$ cat src/rtl/circuit1_pipe_pkg.sv
// Shared datapath parameters for the circuit1 family: default operand width,
// signedness and pipeline depth.
package circuit1_pipe_pkg;
  localparam int DATAWIDTH_DEF = 8;
  localparam bit SIGNED_DEF    = 1'b0;
  localparam int N_STAGES      = 2;
endpackage

$ cat src/rtl/circuit1_pipe_stage.sv
// Valid-qualified pipeline register with a load enable and an asynchronous
// active-low clear. The data word is only captured with a valid beat.
module pipe_stage #(
  parameter int WIDTH = 8
) (
  input  logic             clk_i,
  input  logic             rst_n_i,
  input  logic             load_i,
  input  logic             valid_i,
  input  logic [WIDTH-1:0] data_i,
  output logic             valid_o,
  output logic [WIDTH-1:0] data_o
);

  logic             valid_q;
  logic [WIDTH-1:0] data_q;

  always_ff @(posedge clk_i or negedge rst_n_i) begin
    if (!rst_n_i) begin
      valid_q <= 1'b0;
      data_q  <= '0;
    end else if (load_i) begin
      valid_q <= valid_i;
      if (valid_i) data_q <= data_i;
    end
  end

  assign valid_o = valid_q;
  assign data_o  = data_q;

endmodule

$ cat src/rtl/circuit1_pipe.sv
// Two-stage valid/ready datapath: S1 holds d=a+b, e=a+c, f=a*c; S2 holds
// z=max(d,e), x=f-d and the d-versus-e compare flags.
import circuit1_pipe_pkg::*;

module circuit1_pipe #(
  parameter int DATAWIDTH = DATAWIDTH_DEF,
  parameter bit SIGNED    = SIGNED_DEF
) (
  input  logic                   Clk,
  input  logic                   Rst,
  input  logic                   in_valid,
  output logic                   in_ready,
  input  logic [DATAWIDTH-1:0]   a,
  input  logic [DATAWIDTH-1:0]   b,
  input  logic [DATAWIDTH-1:0]   c,
  output logic                   out_valid,
  input  logic                   out_ready,
  output logic [DATAWIDTH-1:0]   z,
  output logic [2*DATAWIDTH-1:0] x,
  output logic                   gt,
  output logic                   lt,
  output logic                   eq
);

  localparam int W   = DATAWIDTH;
  localparam int S1W = 4 * W;
  localparam int S2W = 3 * W + 3;

  logic           s1_v, s2_v, s1_load, s2_load;
  logic [S1W-1:0] s1_d, s1_q;
  logic [S2W-1:0] s2_d, s2_q;

  logic [W-1:0]   d_d, e_d, d_q, e_q, z_d;
  logic [2*W-1:0] a_x, c_x, f_d, f_q, dq_x, x_d;
  logic           gt_d, lt_d, eq_d;

  // A full S2 frees up in the same cycle it hands its result over, so the
  // whole chain can advance with input and output transferring together.
  assign s2_load  = !s2_v || out_ready;
  assign s1_load  = !s1_v || s2_load;
  assign in_ready = s1_load;

  always_comb begin
    d_d  = a + b;
    e_d  = a + c;
    a_x  = SIGNED ? {{W{a[W-1]}}, a} : {{W{1'b0}}, a};
    c_x  = SIGNED ? {{W{c[W-1]}}, c} : {{W{1'b0}}, c};
    f_d  = a_x * c_x;
    s1_d = {d_d, e_d, f_d};
  end

  pipe_stage #(.WIDTH(S1W)) u_s1 (
    .clk_i   (Clk),
    .rst_n_i (Rst),
    .load_i  (s1_load),
    .valid_i (in_valid),
    .data_i  (s1_d),
    .valid_o (s1_v),
    .data_o  (s1_q)
  );

  assign d_q = s1_q[4*W-1:3*W];
  assign e_q = s1_q[3*W-1:2*W];
  assign f_q = s1_q[2*W-1:0];

  always_comb begin
    if (SIGNED) begin
      gt_d = $signed(d_q) > $signed(e_q);
      lt_d = $signed(d_q) < $signed(e_q);
    end else begin
      gt_d = d_q > e_q;
      lt_d = d_q < e_q;
    end
    eq_d = d_q == e_q;
    z_d  = gt_d ? d_q : e_q;
    dq_x = SIGNED ? {{W{d_q[W-1]}}, d_q} : {{W{1'b0}}, d_q};
    x_d  = f_q - dq_x;
    s2_d = {z_d, x_d, gt_d, lt_d, eq_d};
  end

  pipe_stage #(.WIDTH(S2W)) u_s2 (
    .clk_i   (Clk),
    .rst_n_i (Rst),
    .load_i  (s2_load),
    .valid_i (s1_v),
    .data_i  (s2_d),
    .valid_o (s2_v),
    .data_o  (s2_q)
  );

  assign out_valid = s2_v;
  assign z         = s2_q[S2W-1:2*W+3];
  assign x         = s2_q[2*W+2:3];
  assign gt        = s2_q[2];
  assign lt        = s2_q[1];
  assign eq        = s2_q[0];

endmodule
$ cat config.mk
export PLATFORM = sky130hd
export DESIGN_NAME = circuit1_pipe
export DESIGN_NICKNAME = d
export VERILOG_FILES = /design/src/rtl/circuit1_pipe_pkg.sv /design/src/rtl/circuit1_pipe_stage.sv /design/src/rtl/circuit1_pipe.sv
export SDC_FILE = /design/constraint.sdc
export NUM_CORES = 1
export LEC_CHECK = 0
export CAP_MARGIN = 20
export CORE_MARGIN = 1
export CORE_UTILIZATION = 59
export CTS_CLUSTER_DIAMETER = 50
export DETAILED_ROUTE_END_ITERATION = 6
export HOLD_SLACK_MARGIN = 0.15
export PLACE_DENSITY = 0.82
export SYNTH_ARGS = -nofsm -noshare
export SYNTH_HDL_FRONTEND = slang
export SYNTH_SLANG_ARGS = --single-unit
$ cat constraint.sdc
create_clock -name Clk -period 3 [get_ports Clk]
set_input_delay 0.9 -clock Clk [delete_from_list [all_inputs] [get_ports Clk]]
set_output_delay 0.9 -clock Clk [all_outputs]
set_load 0.03 [all_outputs]
# After elaboration in Yosys (flattened, before gate mapping)
# Cells that the tools add are included.
# word_totals
register_bits	61
input_bits	28
output_inout_bits	29
# op_classes
reduce_logical	6
addsub	3
n_eq_ne	1
multipliers	1
n_lt_le_gt_ge	2
n_mux	1
# op_table
op	n
8-bit adder	2
8-bit by 8-bit multiplier with 16-bit output	1
16-bit by 8-bit subtractor with 16-bit output	1
8-bit == test	1
8-bit greater-than comparator	1
8-bit less-than comparator	1
8-bit two-way mux	1
2-bit AND reduction	2
1-bit logical NOT	2
1-bit logical OR	2

# Depth between registers and ports, before layout
# logic_depth
depth_word	4
ltp_mapped	16
mapped_depth_nobuf	16

# Cells and area by module
# From an unflattened synthesis, not the netlist that was laid out.
# hier_totals
hier_cells	572
hier_area_um2	6009.5
# modules_own_cells
mod	cells_per_inst	area_per_inst_um2	n_inst
circuit1_pipe	441	3547.2	1
pipe_stage at u_s1	71	1343.8	1
pipe_stage at u_s2	60	1118.6	1

# Worst setup path before layout
# No wires, ideal clock.
# synth_path
kind	input -> register
from	input port a[4]
to	register u_s1.data_q[14] (netlist: u_s1.data_o[14])
setup_ns	0.069
arrival_ns	4.683
t_required_ns	2.931
path_buffers	0
cell_stages	13
path_slack_ns	-1.752
cell_sequence	ha_1 -> fa_1 -> fa_1 -> fa_1 -> inv_1 -> fa_1 -> inv_1 -> ha_1 -> o21a_1 -> and4_1 -> a21oi_1 -> or4b_2 -> nand3_1
# synth_between
elab_chain_cells	1
# synth_lines
item	line_no	rtl
from (decl)	circuit1_pipe.sv:13	input logic [DATAWIDTH-1:0] a,
8-bit by 8-bit multiplier with 16-bit output	circuit1_pipe.sv:48	f_d = a_x * c_x;
to (signal assigned)	circuit1_pipe_stage.sv:24	if (valid_i) data_q <= data_i;
to (decl)	circuit1_pipe_stage.sv:16	logic [WIDTH-1:0] data_q;
# No other way between the ends.
# A chain may end at the register's enable or synchronous reset.

# Worst setup path after layout
# layout_path
from	input port c[5]
to	register u_s1.data_q[11] (netlist: u_s1.data_o[11])
# layout_between
elab_chain_cells	1
# layout_lines
item	line_no	rtl
from (decl)	circuit1_pipe.sv:15	input logic [DATAWIDTH-1:0] c,
8-bit by 8-bit multiplier with 16-bit output	circuit1_pipe.sv:48	
# No other way between the ends.

==> reports/qor.csv <==
metric,value,unit
largest net degree at the start of global routing,57,
clk buf depth,2,
Yosys top cell area share,27.33,%
CTS tree,built,
critical path type,in2reg,
WP data required,3250,ps
FF-to-FF path depth,9,
DRC viols,0,
Worst Clk Skew,10.21,ps
count of cell types in the netlist,47,
die height,99.30,µm
Worst Tran Pin Value,966.5,ps
hold violation count in the final report,0,
final WL,14660,µm
Setup Slack @ Placement,-2278,ps
"Top FF cell, synth",dfrtp_1,
Yosys top cell by area,dfrtp_1,
H-tree Lvls,3,
clock-pin slew on the worst setup and hold paths,60,ps
area added between synthesis and finish,34.32,%
Synth async-reset ratio,100.0,%
Synth Instances,605,
Core ar.,0.009196,mm²
Final Instance Area,0.007502,mm²
RSZ-0062 raised after global routing,yes,
final period utilization,151.6,%
flop-to-flop setup slack,370,ps
synthesized flop and latch total,61,
fin crit period,4547,ps
CP Cell Sequence,buf_8 -> buf_12 -> nand2_8 -> fa_2 -> fa_1 -> inv_1 -> fa_1 -> inv_2 -> fa_2 -> inv_2 -> ha_4 -> o21a_1 -> o31a_1 -> o21ai_2 -> a211oi_2 -> nor3_2 -> o31ai_1,
synth warn,0,
nets,872,
Pwr Density,806.2,mW/mm²
CP endpoint,u_s1.data_o[11],
worst min-delay path class,reg2reg,
clock sinks,61,
synthesized area,0.005585,mm²
"Slowest-stage cell, CP",fa_1,
Post-DP HPWL,10780,µm
Setup crit start kind,input port,
DR iter-0 viols,209,
Num CTS Buffers,9,
Wirelength per Cell,17.17,µm
Max stage delay on crit path,570,ps
Port Buffer Count,56,
fillcell total,557,
max-slew violations,0,
Worst Setup End Kind,register,
Critical Path Source,c[5],
register area share after synthesis,27.33,%
Die X,99.30,µm
Max-slew headroom,35.57,%
Skew-Pair Late Insertion Delay,350,ps
failing checks,negative setup slack,
vias in the first global route,5128,
CTS Hold Buffers Added,0,
Max Cap Viol,0,
status,"complete, but fails checks",
"Max FO, Critical Path",3,
total gr overflow,0,
I/O Pins,57,
reg2reg start,u_s1.data_o[0],
Die Area,0.009860,mm²
Pleak,3.598,nW
Worst Hold Launch,u_s2.data_o[10],
area taken by multi-input logic gates,0.004101,mm²
achievable frequency,0.2199,GHz
via count,4807,
FF-to-FF End,u_s2.data_o[15],
initial antenna violation count,0,
sequential cell area,0.001526,mm²
arrival time worst endpoint,4800,ps
"Avg Cell Area, Syn",9.232,µm²
Hold Path Depth,2,
syn_nets,739,
layout cells sized above 1,27.59,%
final setup fails,12,
FP Rows,35,
dpl cell area,0.006914,mm²
drt pass-1 iters,4,
first-pass GRT wire length,23780,µm
Vias/cell,5.629,
"EDFF count, synth",0,
Total Routing Usage GR,30.72,%
# diodes,0,
Area contributors post-synth,"dfrtp_1 27%, ha_1 15%, fa_1 14%",
initial core utilization,60.73,%
post-route setup slack,-1547,ps
VDD IR max,0.0004356,V
Final Wtd Congestion,0.8837,
Routed Antenna Nets,0,
Root Driver,clkbuf_8,
[worst min path at each step]
stage / end
6_report: u_s2.data_o[10]
3_3_place_gp: u_s2.data_o[4]
3_5_place_dp: u_s2.data_o[25]
2_1_floorplan: u_s1.data_o[0]
4_1_cts: u_s2.data_o[25]
5_1_grt: u_s1.data_o[7]
[cell usage in the layout, fill, tap and decap left out, types with 14 or more instances in the layout]
cell / n
ha_1: 52
buf_4: 66
and2_4: 17
clkdlybuf4s50_1: 38
fa_1: 32
buf_6: 17
inv_1: 65
o21ai_0: 45
nand2_1: 65
dfrtp_1: 61
and2_1: 29
xnor2_1: 14
inv_2: 14
nor2_1: 20
[critical path, delay by kind of cell]
kind	cells	cell delay, ps
and+or+nand+nor	2	120
buffers and inverters	5	360
adders and majority gates	5	2330
AOI/OAI and AO/OA	5	1080
[cells by family after synthesis]
| kind of cell | share of synthesized area (%) |
|---|---|
| simple gates | 16.08 |
| compound gates | 13.93 |
| fa+ha+maj | 28.99 |
| buf+inv | 6.272 |
| flops | 27.33 |
| xor+xnor | 4.391 |
| mux | 3.002 |
[state kept, by name, summed over array words and instances, names as in the netlist]
name          cells
u_s2.data_o      27
u_s1.valid_o      1
u_s1.data_o      32
u_s2.valid_o      1
[synth_stat cells (all sizes together), types with 6 or more instances]
cell	number
o21a	7
mux2i	10
o21ai	60
nor2	20
a21oi	19
nand2b	8
ha	67
and2	46
nor2b	6
clkbuf	12
fa	39
mux2	6
nand2	69
nor3	10
xor2	12
dfrtp	61
xnor2	16
o31ai	8
inv	79
[metrics by stage]
| stage | instances | TNS, ps | hold slack (ps) | total power [mW] | utilization [%] |
|---|---|---|---|---|---|
| 6_report | 854 | -13090 | 479.0 | 6.048 | 81.58 |
| 5_1_grt | 854 | -13960 | 517.0 | 6.479 | 81.58 |
| 4_1_cts | 850 | -12160 | 483.4 | 5.740 | 79.67 |
| 3_5_place_dp | 825 | -24810 | 469.4 | 4.812 | 75.18 |
| 3_3_place_gp | 825 | -23280 | 462.9 | 4.661 | 75.18 |
| 2_1_floorplan | 605 | -11220 | 449.8 | 3.590 | - |
[power breakdown]
part           switching, mW  total [mW]  internal [mW]
clock                  0.314       0.632          0.318
sequential             0.245        1.36           1.12
combinational           2.08        4.05           1.97
[routing by layer]
metal / track usage (%) / share of wire [%]
met2: 56.04 / 52
met4: 13.12 / 3.5
met3: 4.357 / 3.2
met1: 36.08 / 41
met5: 0 / 0
[layout make-up]
type,count,share of cell area [%]
Sequential cell,61,20.35
Clock inverter,6,0.5170
Multi-Input combinational cell,451,54.67
Inverter,79,3.953
Timing Repair Buffer,136,16.83
Clock buffer,10,1.835
Tap cell,111,1.851
[timing repair]
action / CTS / global route
pin swaps: 55 / 47
endpoints found under the setup margin: 14 / 13
buffers inserted: 11 / 7
gates resized for setup: 124 / 38
Note: power is estimated with default switching activity, not from simulation.
